**src/rtl/ro_fifo_read_arbiter.sv**
```systemverilog
// Round-robin read scheduler: grants one non-empty RO FIFO at a time and streams its packet out word by word.
// Latency: 1 cycle arbitration, then POP/CAPT/HOLD per word (>= 3 cycles/word); FIFO read latency is 1.
// Backpressure: OutValid/OutData/OutEop hold in HOLD until OutReady; no FIFO read happens while held.
// Optional build macro RO_ARB_TIMEOUT_EN: aborts a starved packet after TIMEOUT cycles in WAIT.
module ro_fifo_read_arbiter #(
    parameter int NUM_FIFO    = 4,
    parameter int GRANT_WIDTH = 2,
    parameter int DATA_WIDTH  = 16,
    parameter int TIMEOUT     = 255
) (
    input  logic                           BC,
    input  logic                           Reset,
    input  logic [NUM_FIFO-1:0]            Empty,
    input  logic [NUM_FIFO*DATA_WIDTH-1:0] FifoData,
    input  logic [NUM_FIFO-1:0]            FifoEop,
    output logic [NUM_FIFO-1:0]            ReadEnable,
    output logic [DATA_WIDTH-1:0]          OutData,
    output logic                           OutEop,
    output logic                           OutValid,
    input  logic                           OutReady,
    output logic [GRANT_WIDTH-1:0]         GrantIdx,
    output logic                           Busy,
    output logic                           TimeoutErr
);

    typedef enum logic [2:0] {
        S_IDLE = 3'd0,
        S_POP  = 3'd1,
        S_CAPT = 3'd2,
        S_HOLD = 3'd3,
        S_WAIT = 3'd4
    } state_t;

    localparam logic [7:0]             TO8      = 8'(TIMEOUT);
    localparam logic [GRANT_WIDTH-1:0] LAST_IDX = GRANT_WIDTH'(NUM_FIFO - 1);

    state_t                  state;
    state_t                  state_nxt;
    logic [GRANT_WIDTH-1:0]  rr_ptr;
    logic [GRANT_WIDTH-1:0]  ptr_after_grant;

    // Round-robin search results
    logic                    hit_hi;
    logic                    hit_lo;
    logic [GRANT_WIDTH-1:0]  idx_hi;
    logic [GRANT_WIDTH-1:0]  idx_lo;
    logic                    req_any;
    logic [GRANT_WIDTH-1:0]  req_idx;

    // Granted FIFO's view
    logic [DATA_WIDTH-1:0]   sel_data;
    logic                    sel_eop;
    logic                    sel_empty;

    logic                    accept;
    logic                    pkt_done;
    logic                    abort;

    // Find the first non-empty FIFO at or above the pointer (hi) and the first overall (lo, used on wrap)
    always_comb begin
        hit_hi = 1'b0;
        hit_lo = 1'b0;
        idx_hi = '0;
        idx_lo = '0;
        for (int i = NUM_FIFO - 1; i >= 0; i--) begin
            if (!Empty[i]) begin
                hit_lo = 1'b1;
                idx_lo = GRANT_WIDTH'(i);
                if (i >= int'(rr_ptr)) begin
                    hit_hi = 1'b1;
                    idx_hi = GRANT_WIDTH'(i);
                end
            end
        end
    end

    assign req_any = hit_hi | hit_lo;
    assign req_idx = hit_hi ? idx_hi : idx_lo;

    // Route the granted FIFO's data, eop and empty flag
    always_comb begin
        sel_data  = '0;
        sel_eop   = 1'b0;
        sel_empty = 1'b1;
        for (int i = 0; i < NUM_FIFO; i++) begin
            if (GrantIdx == GRANT_WIDTH'(i)) begin
                sel_data  = FifoData[i*DATA_WIDTH +: DATA_WIDTH];
                sel_eop   = FifoEop[i];
                sel_empty = Empty[i];
            end
        end
    end

    assign accept          = (state == S_HOLD) && OutReady;
    assign pkt_done        = accept && OutEop;
    assign ptr_after_grant = (GrantIdx == LAST_IDX) ? '0 : GrantIdx + 1'b1;

`ifdef RO_ARB_TIMEOUT_EN
    logic [7:0] wait_cnt;
    logic       timeout_err_q;

    // The TIMEOUT-th consecutive WAIT cycle without data ends the packet
    assign abort = (state == S_WAIT) && sel_empty && (wait_cnt == TO8 - 8'd1);

    // WAIT-cycle counter and sticky abort flag
    always_ff @(posedge BC) begin
        if (Reset) begin
            wait_cnt      <= 8'd0;
            timeout_err_q <= 1'b0;
        end else begin
            if (state != S_WAIT) begin
                wait_cnt <= 8'd0;
            end else begin
                wait_cnt <= wait_cnt + 8'd1;
            end
            if (abort) begin
                timeout_err_q <= 1'b1;
            end
        end
    end

    assign TimeoutErr = timeout_err_q;
`else
    logic [7:0] unused_timeout;

    assign unused_timeout = TO8;
    assign abort          = 1'b0;
    assign TimeoutErr     = 1'b0;
`endif

    // State register
    always_ff @(posedge BC) begin
        if (Reset) begin
            state <= S_IDLE;
        end else begin
            state <= state_nxt;
        end
    end

    // Next-state logic; the grant is only re-evaluated in IDLE
    always_comb begin
        state_nxt = state;
        case (state)
            S_IDLE: begin
                if (req_any) begin
                    state_nxt = S_POP;
                end
            end
            S_POP: begin
                state_nxt = S_CAPT;
            end
            S_CAPT: begin
                state_nxt = S_HOLD;
            end
            S_HOLD: begin
                if (OutReady) begin
                    if (OutEop) begin
                        state_nxt = S_IDLE;
                    end else if (!sel_empty) begin
                        state_nxt = S_POP;
                    end else begin
                        state_nxt = S_WAIT;
                    end
                end
            end
            S_WAIT: begin
                if (!sel_empty) begin
                    state_nxt = S_POP;
                end else if (abort) begin
                    state_nxt = S_IDLE;
                end
            end
            default: begin
                state_nxt = S_IDLE;
            end
        endcase
    end

    // Decoded outputs: read strobe only in POP, busy outside IDLE
    always_comb begin
        ReadEnable = '0;
        for (int i = 0; i < NUM_FIFO; i++) begin
            ReadEnable[i] = (state == S_POP) && (GrantIdx == GRANT_WIDTH'(i));
        end
        Busy = (state != S_IDLE);
    end

    // Grant latch, round-robin pointer and output word register
    always_ff @(posedge BC) begin
        if (Reset) begin
            GrantIdx <= '0;
            rr_ptr   <= '0;
            OutData  <= '0;
            OutEop   <= 1'b0;
            OutValid <= 1'b0;
        end else begin
            if ((state == S_IDLE) && req_any) begin
                GrantIdx <= req_idx;
            end
            if (pkt_done || abort) begin
                rr_ptr <= ptr_after_grant;
            end
            if (state == S_CAPT) begin
                OutData  <= sel_data;
                OutEop   <= sel_eop;
                OutValid <= 1'b1;
            end else if (accept) begin
                OutValid <= 1'b0;
            end
        end
    end

endmodule

```
**config.mk**
```make
export PLATFORM = sky130hd
export DESIGN_NAME = ro_fifo_read_arbiter
export DESIGN_NICKNAME = d
export VERILOG_FILES = /design/src/rtl/ro_fifo_read_arbiter.sv
export SDC_FILE = /design/constraint.sdc
export NUM_CORES = 1
export LEC_CHECK = 0
export CORE_MARGIN = 8
export CORE_UTILIZATION = 34
export DETAILED_ROUTE_END_ITERATION = 12
export PLACE_DENSITY = 0.77
export SYNTH_ARGS = -nofsm -noshare
export SYNTH_HDL_FRONTEND = slang
export SYNTH_SLANG_ARGS = --single-unit
```
**constraint.sdc**
```tcl
create_clock -name BC -period 1.96 [get_ports BC]
set_clock_uncertainty 0.1 [all_clocks]
set_input_delay 0.196 -clock BC [delete_from_list [all_inputs] [get_ports BC]]
set_output_delay 0.196 -clock BC [all_outputs]
set_load 0.02 [all_outputs]
```
==> results.sh, run 1 <==
export IMPL_status="finished clean"
export IMPL_antenna_found_initial=0
export IMPL_grt_pass1_vias=2096
export IMPL_coreArea_um2=4980
export IMPL_p_int_mw=1.11
export IMPL_crit_type="reg -> reg"
export IMPL_hold_buffers=0
export IMPL_synth_warnings=0
export IMPL_io_pins=101
export IMPL_worst_hold_slack_ns=0.395
export IMPL_route_vias_total=2018
export IMPL_end_kind="register"
export IMPL_cts_root_buf="clkbuf_8"
export IMPL_overflow=0
export IMPL_hp_start="OutData[7]$_SDFFE_PP0P_"
export IMPL_synth_distinct_cells=37
export IMPL_grtUsageTotal_pct=16.1
export IMPL_p_leak_nw=1.11
export IMPL_antenna_cells=0
export IMPL_die_w_um=87.0
export IMPL_worstReg2RegEnd="state[2]$_SDFFE_PP0P_"
export IMPL_drt_pre_antenna_iters=4
export IMPL_switching_share_pct=33.9
export IMPL_relSlewSlack_pct=60.9
export IMPL_cts_sinks=25
export IMPL_routabilityCongestion=0.838
export IMPL_combPwrFrac_pct=44.4
export IMPL_synth_fa_ha_area_share_pct=2.92
export IMPL_yosys_area_top_type="dfxtp_1"
export IMPL_cts_resized=6
export IMPL_cts_buffer_depth=2
export IMPL_synth_ff_type="dfxtp_1"
export IMPL_synthCells=232
export IMPL_setup_viol=0
export IMPL_grt_pass1_wl_um=9870
export IMPL_avgViaCountPerCell=5.13
export IMPL_nets=403
export IMPL_drtIter0Drc=194
export IMPL_async_reset_ff_share_pct=0
export IMPL_clk_latency_ns=0.27
export IMPL_clkTransAtPathRegs_ns=0.09
export IMPL_cts_made_buffers=3
export IMPL_drc=0
export IMPL_maxCapViolCount=0
export IMPL_synthSimpleGateAreaFrac_pct=27.5
export IMPL_critPathLaunchType="register"
export IMPL_tightest_slew_ns=0.586
export IMPL_io_buffers=99
export IMPL_grt_max_degree=26
export IMPL_synth_top_family_by_area="compound AO/OA/AOI/OAI gates"
export IMPL_synth_compound_area_share_pct=28.1
export IMPL_synth_xor_area_share_pct=0
export IMPL_syn_avg_cell_area_um2=7.38
export IMPL_fmax_mhz=545
export IMPL_r2r_cells=6
export IMPL_r2r_start="GrantIdx[0]$_SDFFE_PP0P_"
export IMPL_hold_path_depth=2
export IMPL_regToRegSetupSlack_ns=0.12
export IMPL_ys_seq_area_share_pct=29.2
export IMPL_crit_arrival_ns=1.92
export IMPL_syn_to_final_growth_pct=64.4
export IMPL_synth_commonest_cells="25 x a21oi_1, 25 x dfxtp_1, 23 x inv_1, 23 x nor2_1"
export IMPL_layout_drive_gt1_share_pct=5.88
export IMPL_syn_nets=311
export IMPL_rsz0062_at_grt="no"
export IMPL_p_switching_uw=568
export IMPL_synth_area_um2=1710
export IMPL_worstPathMaxFanout=6
export IMPL_drtAntennaViolNets=0
export IMPL_synth_edf_count=0
export IMPL_die_area_um2=7570
export IMPL_required_ns=2.04
export IMPL_final_hold_viol_count=0
export IMPL_p_seq_share_pct=36.5
export IMPL_cts_tree="done"
export IMPL_wl_per_cell_um=16.1
export IMPL_synthMuxAreaShare_pct=0.584
export IMPL_clkPwrFrac_pct=19.1
export IMPL_ys_ff_latch=25
export IMPL_start_util_pct=34.4
export IMPL_synth_top_area_share_pct=29.2
export IMPL_synth_area_leaders="dfxtp_1 29%, a221oi_1 9.2%, nand3b_1 7.9%, a211oi_1 7.5%, a21oi_1 7.3%"
export IMPL_postCtsSetupBuffers=0
export IMPL_fin_util_pct=56.6
export IMPL_max_vdd_ir_drop_v=0.000310
export IMPL_die_height_um=87.0
export IMPL_wl_um=6340
export IMPL_rows=26
export IMPL_min_period_over_period_pct=93.7
export IMPL_p_per_area_nw_per_um2=595
export IMPL_finalCriticalPeriod_ns=1.84
export IMPL_hold_class="reg -> reg"
export IMPL_slew_viol_final=0
export IMPL_cts_htree_levels=1
export IMPL_fin_setup_tns_ns=0
export IMPL_min_delay_worst_endpoint="OutData[7]$_SDFFE_PP0P_"
export IMPL_dp_hpwl_um=5030
-- state kept, by name, summed over array words and instances (netlist names) --
name,count
OutData,16
state,3
GrantIdx,2
OutValid,1
rr_ptr,2
OutEop,1
-- power groups by stage --
stage	clock (mW)	sequential, mW	combinational [mW]
6_report	0.320	0.611	0.744
2_1_floorplan	0	0.671	0.347
3_5_place_dp	0	0.622	0.749
4_1_cts	0.323	0.611	0.747
3_3_place_gp	0	0.619	0.743
5_1_grt	0.339	0.621	0.813
-- cell usage in the layout, fill, tap and decap left out, types with 2 or more instances in the layout --
cell,n
a211oi_1,17
a21oi_1,25
a221o_1,2
a221oi_1,18
and3_1,5
buf_4,12
clkbuf_8,3
clkdlybuf4s50_1,94
dfxtp_1,23
dfxtp_2,2
dlygate4sd2_1,5
ha_1,3
inv_1,23
nand2_1,6
nand2b_1,2
nand3b_1,18
nor2_1,23
nor3_1,17
o221ai_1,2
or3_1,5
-- metal layers --
| metal | part of all wire, % | up-vias | wire length (um) | global-route usage [%] |
|---|---|---|---|---|
| met4 | 0.28 | 0 | 18 | 2.97 |
| met5 | 0 | - | 0 | 0 |
| met2 | 49 | 78 | 3100 | 28.3 |
| met1 | 43 | 916 | 2710 | 19.2 |
| li1 | - | 1022 | - | - |
| met3 | 8.0 | 2 | 509 | 4.25 |
-- per-stage QoR --
stage,cells,area (um2),power (mW),setup slack (ns)
after floorplan,232,1720,1.02,0.0692
after global placement,389,2780,1.36,0.152
after detailed placement,389,2780,1.37,0.113
after CTS,393,2820,1.68,0.122
after global routing,393,2820,1.77,0.0335
final,393,2820,1.68,0.124
-- cell type report --
| cell class | instances | area, um2 |
|---|---|---|
| timing repair buffer | 111 | 1070 |
| tap | 70 | 87.6 |
| multi-input combinational | 160 | 1020 |
| fill | 488 | 2160 |
| inverter | 23 | 86.3 |
| clock buffer | 4 | 45.0 |
| sequential | 25 | 503 |
-- logic make-up (layout without fill, tap and decap cells) --
logic type / count (synthesis) / count (layout)
compound gates: 69 / 69
fa+ha+maj: 4 / 4
buf+inv: 47 / 138
flops: 25 / 25
mux: 1 / 1
other cells: 1 / 1
simple gates: 85 / 85
-- worst max-delay path, cell delays in order, from the launching register on --
cell and delay (ns):
dfxtp_2 0.39, inv_1 0.08, ha_1 0.24, nor3b_1 0.15, or4_1 0.52, nand2_1 0.08
nor4b_1 0.20
-- worst max path at each step --
stage / slack (ns) / from / to / depth (start not counted)
detailed placement: 0.11 / GrantIdx[1]$_SDFFE_PP0P_ / OutEop$_SDFFE_PP0P_ / 6
global route: 0.03 / GrantIdx[1]$_SDFFE_PP0P_ / OutData[12]$_SDFFE_PP0P_ / 7
CTS: 0.12 / GrantIdx[0]$_SDFFE_PP0P_ / state[2]$_SDFFE_PP0P_ / 6
global placement: 0.15 / OutReady / rr_ptr[0]$_SDFFE_PP0P_ / 5
finish: 0.12 / GrantIdx[0]$_SDFFE_PP0P_ / state[2]$_SDFFE_PP0P_ / 6
floorplan: 0.07 / GrantIdx[0]$_SDFFE_PP0P_ / state[2]$_SDFFE_PP0P_ / 7
Power figures use the tool's default switching activity.
==> run 2, diff against run 1 <==
Settings changed: CORE_MARGIN 8 to 3.
==> run 2 against run 1 <==
Compared with the run above:
- first-iteration DRC count shrank 8.2%
- power grew 1.7%
- combinational power grew 2.7%
- register-to-register slack gained 0.04 ns
- flip-flop and latch count is the same
- non-clock buffer count grew 1
- via count grew 1.3%
==> results.sh, run 2 (synthesis results as in run 1) <==
export IMPL_routabilityCongestion=0.859
export IMPL_nets=404
export IMPL_final_cell_area_um2=2860
export IMPL_max_vdd_ir_drop_v=0.000379
export IMPL_rows=25
export IMPL_slew_viol_final=0
export IMPL_finalCriticalPeriod_ns=1.82
export IMPL_p_total_mw=1.70
export IMPL_final_common_cell="clkdlybuf4s50_1"
export IMPL_hold_path_depth=2
export IMPL_tightest_slew_ns=0.626
export IMPL_r2r_cells=6
export IMPL_required_ns=1.66
export IMPL_antenna_cells=0
export IMPL_grt_max_degree=26
export IMPL_p_per_area_nw_per_um2=595
export IMPL_cts_tree="done"
export IMPL_avgViaCountPerCell=5.23
export IMPL_min_period_over_period_pct=92.8
export IMPL_crit_type="reg -> out"
export IMPL_worstReg2RegEnd="OutEop$_SDFFE_PP0P_"
export IMPL_drc=0
export IMPL_wl_um=5800
export IMPL_wl_per_cell_um=14.8
export IMPL_io_pins=101
export IMPL_overflow=0
export IMPL_drtIter0Drc=178
export IMPL_crit_arrival_ns=1.52
export IMPL_layout_drive_gt1_share_pct=7.72
export IMPL_grtUsageTotal_pct=18.9
export IMPL_cts_root_buf="clkbuf_8"
export IMPL_start_util_pct=35.8
export IMPL_die_w_um=77.0
export IMPL_dpl_cell_area_um2=2790
export IMPL_setup_viol=0
export IMPL_dp_hpwl_um=4580
export IMPL_mostFrequentLayoutCells="94 x clkdlybuf4s50_1, 25 x a21oi_1, 23 x dfxtp_1, 23 x inv_1, 23 x nor2_1"
export IMPL_rsz0062_at_grt="no"
export IMPL_p_leak_nw=1.12
export IMPL_hold_buffers=0
export IMPL_r2r_start="GrantIdx[1]$_SDFFE_PP0P_"
export IMPL_grt_pass1_wl_um=9300
export IMPL_cts_htree_levels=1
export IMPL_largest_register_ffs=16
export IMPL_syn_to_final_growth_pct=67.1
export IMPL_coreArea_um2=4790
export IMPL_hold_class="reg -> reg"
export IMPL_relSlewSlack_pct=58.3
export IMPL_cts_made_buffers=3
export IMPL_route_vias_total=2045
export IMPL_critPathLaunchType="register"
export IMPL_cts_sinks=25
export IMPL_drtAntennaViolNets=0
export IMPL_fin_util_pct=59.8
export IMPL_fmax_mhz=550
export IMPL_fin_setup_tns_ns=0
export IMPL_die_area_um2=5930
export IMPL_drt_pre_antenna_iters=4
export IMPL_cp_endpoint="ReadEnable[2]"
export IMPL_grt_pass1_vias=1943
export IMPL_startpoint="GrantIdx[0]$_SDFFE_PP0P_"
export IMPL_antenna_found_initial=0
export IMPL_cts_buffer_depth=2
export IMPL_clk_latency_ns=0.27
export IMPL_final_hold_viol_count=0
export IMPL_status="finished clean"
export IMPL_regMostFlops="OutData"
export IMPL_end_kind="output port"
export IMPL_worstPathMaxFanout=6
export IMPL_io_buffers=99
export IMPL_die_height_um=77.0
export IMPL_regToRegSetupSlack_ns=0.16
export IMPL_clkTransAtPathRegs_ns=0.10
export IMPL_postCtsSetupBuffers=0
export IMPL_largest_registers="OutData: 16 flops, state: 3 flops"
export IMPL_maxCapViolCount=0
[run 2: layer usage]
metal | global-route usage (%) | part of all wire, % | vias to the layer above
met5 | 0 | 0 | -
li1 | - | - | 1026
met4 | 2.14 | 0.24 | 0
met1 | 26.9 | 46 | 940
met3 | 3.87 | 7.1 | 2
met2 | 30.3 | 47 | 77
[run 2: worst min path at each step]
stage | start | endpoint | slack (ns)
floorplan | OutReady | state[2]$_SDFFE_PP0P_ | 0.30
global route | GrantIdx[1]$_SDFFE_PP0P_ | GrantIdx[1]$_SDFFE_PP0P_ | 0.42
detailed placement | OutValid$_SDFFE_PP0P_ | OutValid$_SDFFE_PP0P_ | 0.38
finish | OutData[6]$_SDFFE_PP0P_ | OutData[6]$_SDFFE_PP0P_ | 0.39
CTS | OutValid$_SDFFE_PP0P_ | OutValid$_SDFFE_PP0P_ | 0.40
global placement | GrantIdx[1]$_SDFFE_PP0P_ | GrantIdx[1]$_SDFFE_PP0P_ | 0.37
[run 2: worst max-delay path, stage by stage, from the launching register on]
cell and delay [ns]:
dfxtp_2 0.39, inv_1 0.07, ha_1 0.26, and3_1 0.20
dlygate4sd2_1 0.32
[run 2: cell type report]
class / count / area (um2)
Clock buffer: 3 / 41.3
Fill cell: 443 / 1920
Sequential cell: 25 / 503
Multi-Input combinational cell: 160 / 1050
Clock inverter: 1 / 7.51
Timing Repair Buffer: 112 / 1090
Inverter: 23 / 86.3
Tap cell: 67 / 83.8
[run 2: per-stage QoR]
step	worst slack (ns)	cells	hold WS, ns
global route	0.00445	391	0.417
global placement	0.182	387	0.374
floorplan	0.0692	232	0.302
finish	0.142	391	0.395
CTS	0.125	391	0.397
detailed placement	0.134	387	0.379
[run 2: timing repair]
| item | CTS | global route |
|---|---|---|
| setup endpoints to repair | 5 | 4 |
| pin swaps | 0 | 0 |
| hold endpoints to repair | 0 | 0 |
| resized for setup | 5 | 5 |
[run 2: power breakdown]
| group | internal [mW] | switching (mW) |
|---|---|---|
| Combinational | 0.410 | 0.355 |
| Sequential | 0.567 | 0.0461 |
| Clock | 0.144 | 0.181 |
| Total | 1.12 | 0.582 |
==> edit 1, RTL diff (settings of run 1) <==
Encoding of `state_t`: now Gray code (3 bits for 5 states).
--- a/src/rtl/ro_fifo_read_arbiter.sv
+++ b/src/rtl/ro_fifo_read_arbiter.sv
@@ -26,7 +26,7 @@
     typedef enum logic [2:0] {
-        S_IDLE = 3'd0,
-        S_POP  = 3'd1,
-        S_CAPT = 3'd2,
-        S_HOLD = 3'd3,
-        S_WAIT = 3'd4
+        S_IDLE = 3'b000,
+        S_POP  = 3'b001,
+        S_CAPT = 3'b011,
+        S_HOLD = 3'b010,
+        S_WAIT = 3'b110
     } state_t;
Formal check against the unedited RTL: same outputs for any inputs over 10 cycles, from zero or initial values and one cycle with Reset high; not proved beyond that.
==> edit 1 against run 1 <==
Combinational power rose by 30%; routed wire length rose by 3.2%; cell area rose by 3.9%; sequential cell count did not move; largest cell class is now multi-input gates; power rose by 14%; via count rose by 2.9%; synthesized area rose by 2.8%; highest routed layer unchanged; largest power group unchanged; synthesized cell count did not move; cell count rose by 1.3%; worst setup slack got worse by 0.068 ns; non-clock buffer count rose by 3; maximum frequency fell by 3.6%.
==> edit 1: results (changes against run 1) <==
* Synth area leaders: dfxtp_1 (28%), a221oi_1 (8.5%), nand3b_1 (7.7%) (was dfxtp_1 (29%), a221oi_1 (9.2%), nand3b_1 (7.9%))
* Comb power at 0.000969 W (was 0.000744 W)
* Placed cell count at 393 (was 389)
* Vias in the first global route at 2089 (was 2096)
* Max VDD drop at 328.2 uV (was 309.6 uV)
* DPL Wire Length at 5.076 mm (was 5.034 mm)
* Worst R2R Path Depth at 6 (unchanged)
* Gpl congestion at 0.8488 (was 0.8379)
* Total setup buffers inserted after CTS at 0 (unchanged)
* Top cells by count, synth: dfxtp_1 (25), a21oi_1 (24), inv_1 (22) (was a21oi_1 (25), dfxtp_1 (25), inv_1 (23), nor2_1 (23))
* Avg Cell Area, Syn at 7.593 sq um (was 7.383 sq um)
* Fin cells at 398 (was 393)
* Largest net degree at the start of global routing at 27 (was 26)
* Worst Setup EP: state[1] (was state[2])
* Maximum clock rate at 0.5252 GHz (was 0.5446 GHz)
* Post-synthesis cell type count at 42 (was 37)
* Fillcell total at 479 (was 488)
* CP peak stage delay at 0.39 ns (was 0.52 ns)
* Pre-CTS WS at -0.01411 ns (was 0.1133 ns)
* Arrival time worst endpoint at 2.00 ns (was 1.92 ns)
* Top flop regs: OutData: 16 flops, state: 3 flops (unchanged)
* Power of the sequential group at 0.000635 W (was 0.000611 W)
* H-tree levels at 1 (unchanged)
* Sw frac at 35.47% (was 33.91%)
* Placed Area at 2839 sq um (was 2775 sq um)
* Crit Path Max Fanout at 6 (unchanged)
* Worst Tran Pin Value at 0.6748 ns (was 0.5858 ns)
* Total CTS buffers at 3 (unchanged)
* Hold endpoint: OutData[8] (was OutData[7])
* Crit-path slowest cell: dfxtp_4 (was or4_1)
* Comb pwr share at 50.6% (was 44.4%)
* Pleak at 1.124 nW (was 1.106 nW)
* Initial drt markers at 107 (was 194)
* R2R Setup Slk at 0.06 ns (was 0.12 ns)
* Crit-path leading delay family: simple AND/OR/NAND/NOR gates (unchanged)
* Post-CTS Resized at 6 (unchanged)
* Hold/Removal Path Class: register to register (unchanged)
* Register area share after synthesis at 28.41% (was 29.22%)
* DRT Pass-1 Iters at 4 (unchanged)
* Worst hold slack at 0.3948 ns (was 0.3950 ns)
* Finished Core Util at 58.01% (was 56.59%)
* Via-to-Cell Ratio at 5.219 (was 5.135)
* Syn. warnings at 0 (unchanged)
* Total Routing Usage GR at 16.29% (was 16.14%)
* Nets at 408 (was 403)
* Clk Latency, worst-skew pair at 0.27 ns (about the same)
* Drt wl/cell at 16.43 microns (was 16.12 microns)
* Origin of the worst min-delay path: OutData[8] (was OutData[7])
* First-pass GRT wire length at 10.16 mm (was 9.873 mm)
* CTS max path bufs at 2 (unchanged)
* Fraction of layout cells with a size suffix above 1 at 9.756% (was 5.882%)
* Status: completed (unchanged)
* Mapped Nets at 311 (unchanged)
[edit 1: layout make-up]
cell class | count | area share, %
Tap cell | 70 | 2.994
Clock buffer | 4 | 1.540
Inverter | 22 | 2.823
Multi-Input combinational cell | 163 | 37.72
Sequential cell | 25 | 17.28
Timing Repair Buffer | 114 | 37.64
[edit 1: logic make-up (layout without fill, tap and decap cells)]
family | count (synthesis) | after routing | synth area share (%)
buffers and inverters | 44 | 140 | 10.80
multiplexers | 1 | 1 | 0.5682
other | 1 | 1 | 0.2129
AO/OA/AOI/OAI | 70 | 70 | 28.13
AND/OR/NAND/NOR | 87 | 87 | 29.05
adder cells (fa/ha/maj) | 4 | 4 | 2.841
flip-flops | 25 | 25 | 28.41
[edit 1: per-layer routing]
layer | global-route usage, % | share of wire [%] | up-vias
met2 | 27.56 | 49 | 65
met3 | 3.752 | 6.8 | 4
li1 | - | - | 1045
met5 | 0 | 0 | -
met4 | 3.438 | 0.61 | 0
met1 | 20.30 | 44 | 963
==> edit 2, RTL diff (flow settings as in run 1) <==
Made on the original files. The option `RO_ARB_TIMEOUT_EN` is turned on by a define.
--- a/src/rtl/ro_fifo_read_arbiter.sv
+++ b/src/rtl/ro_fifo_read_arbiter.sv
@@ -4,2 +4,4 @@
 // Optional build macro RO_ARB_TIMEOUT_EN: aborts a starved packet after TIMEOUT cycles in WAIT.
+`define RO_ARB_TIMEOUT_EN
+
 module ro_fifo_read_arbiter #(
Check against the original RTL: same outputs for any inputs over 10 cycles, from zero or initial values and one cycle with Reset high; that may be too few to reach the edited logic, so the function may still have changed.
==> edit 2 against run 1 <==
Synthesized cell count rose by 21%; first-iteration DRC count is 45% lower; sequential cell count up 9; cell area grew 21%; power grew 26%; synthesized area rose by 22%; routed wire length grew 24%; clock power rose by 74%; cell count grew 19%; worst setup slack worse by 0.053 ns.
==> edit 2: results (changes against run 1) <==
* Status: completed (unchanged)
* Clk slew on worst S/H paths at 0.07 ns (was 0.09 ns)
* Register area share after synthesis at 32.63% (was 29.22%)
* Total Routing Usage GR at 17.03% (was 16.14%)
* Met2 WL post-DR at 3.670 mm (was 3.101 mm)
* Worst Setup Slack, final at 0.07052 ns (was 0.1239 ns)
* WL met1 at 3.315 mm (was 2.707 mm)
* Met1 usage at 20.79% (was 19.20%)
* Crit-path leading delay family: compound AO/OA/AOI/OAI gates (was simple AND/OR/NAND/NOR gates)
* Worst hold slack at 0.3750 ns (was 0.3950 ns)
* WL met3 at 552 microns (was 509 microns)
* Mux contribution to synthesized area at 1.200% (was 0.5844%)
* Met3 Track Usage GR at 4.317% (was 4.245%)
* Syn Inst Count at 281 (was 232)
* Synth Area in Compound Gates at 24.36% (was 28.12%)
* Placed Area at 3319 sq um (was 2775 sq um)
* Top cells by count, synth: a21oi_1 (48), dfxtp_1 (34), nor2_1 (32) (was a21oi_1 (25), dfxtp_1 (25), inv_1 (23), nor2_1 (23))
* Hold endpoint: TimeoutErr (was OutData[7])
* Pleak at 1.326 nW (was 1.106 nW)
* Worst R2R Path Depth at 7 (was 6)
* Total CTS buffers at 5 (was 3)
* Synth area leaders: dfxtp_1 (33%), a21oi_1 (12%), nor2_1 (5.8%) (was dfxtp_1 (29%), a221oi_1 (9.2%), nand3b_1 (7.9%))
* DPL Wire Length at 6.238 mm (was 5.034 mm)
* I/O Buffers at 100 (was 99)
* Drt total wl at 7.860 mm (was 6.337 mm)
* First-pass GRT wire length at 11.96 mm (was 9.873 mm)
* Adder-Cell Fraction of Synth Area at 3.599% (was 2.922%)
edit 2: cell count changes after synthesis, moves of 5 or more:
cell	delta
a21oi_1	+23
inv_1	-17
nand2_1	+15
a211oi_1	-14
a221oi_1	-14
o21a_1	+14
dfxtp_1	+9
nor2_1	+9
nor2b_1	+7
nor3_1	+6
or3_1	-5
xor2_1	+5
edit 2: report_power, final:
group	internal, W	switching [W]	leakage [nW]
Sequential	0.000742	0.0000333	0.279
Clock	0.000282	0.000275	0.0472
Combinational	0.000407	0.000370	1.00
edit 2: cell type report:
type / count / area [sq um]
Sequential cell: 34 / 688.2
Tap cell: 75 / 93.84
Fill cell: 535 / 2501
Clock buffer: 6 / 82.58
Multi-Input combinational cell: 220 / 1321
Clock inverter: 2 / 12.51
Timing Repair Buffer: 126 / 1199
Inverter: 6 / 22.52
edit 2: repair_timing:
action                                  in CTS  in global routing
pin swaps                                    0                  2
gates resized for setup                      6                  4
hold endpoints to repair                     0                  0
endpoints found under the setup margin       5                  4
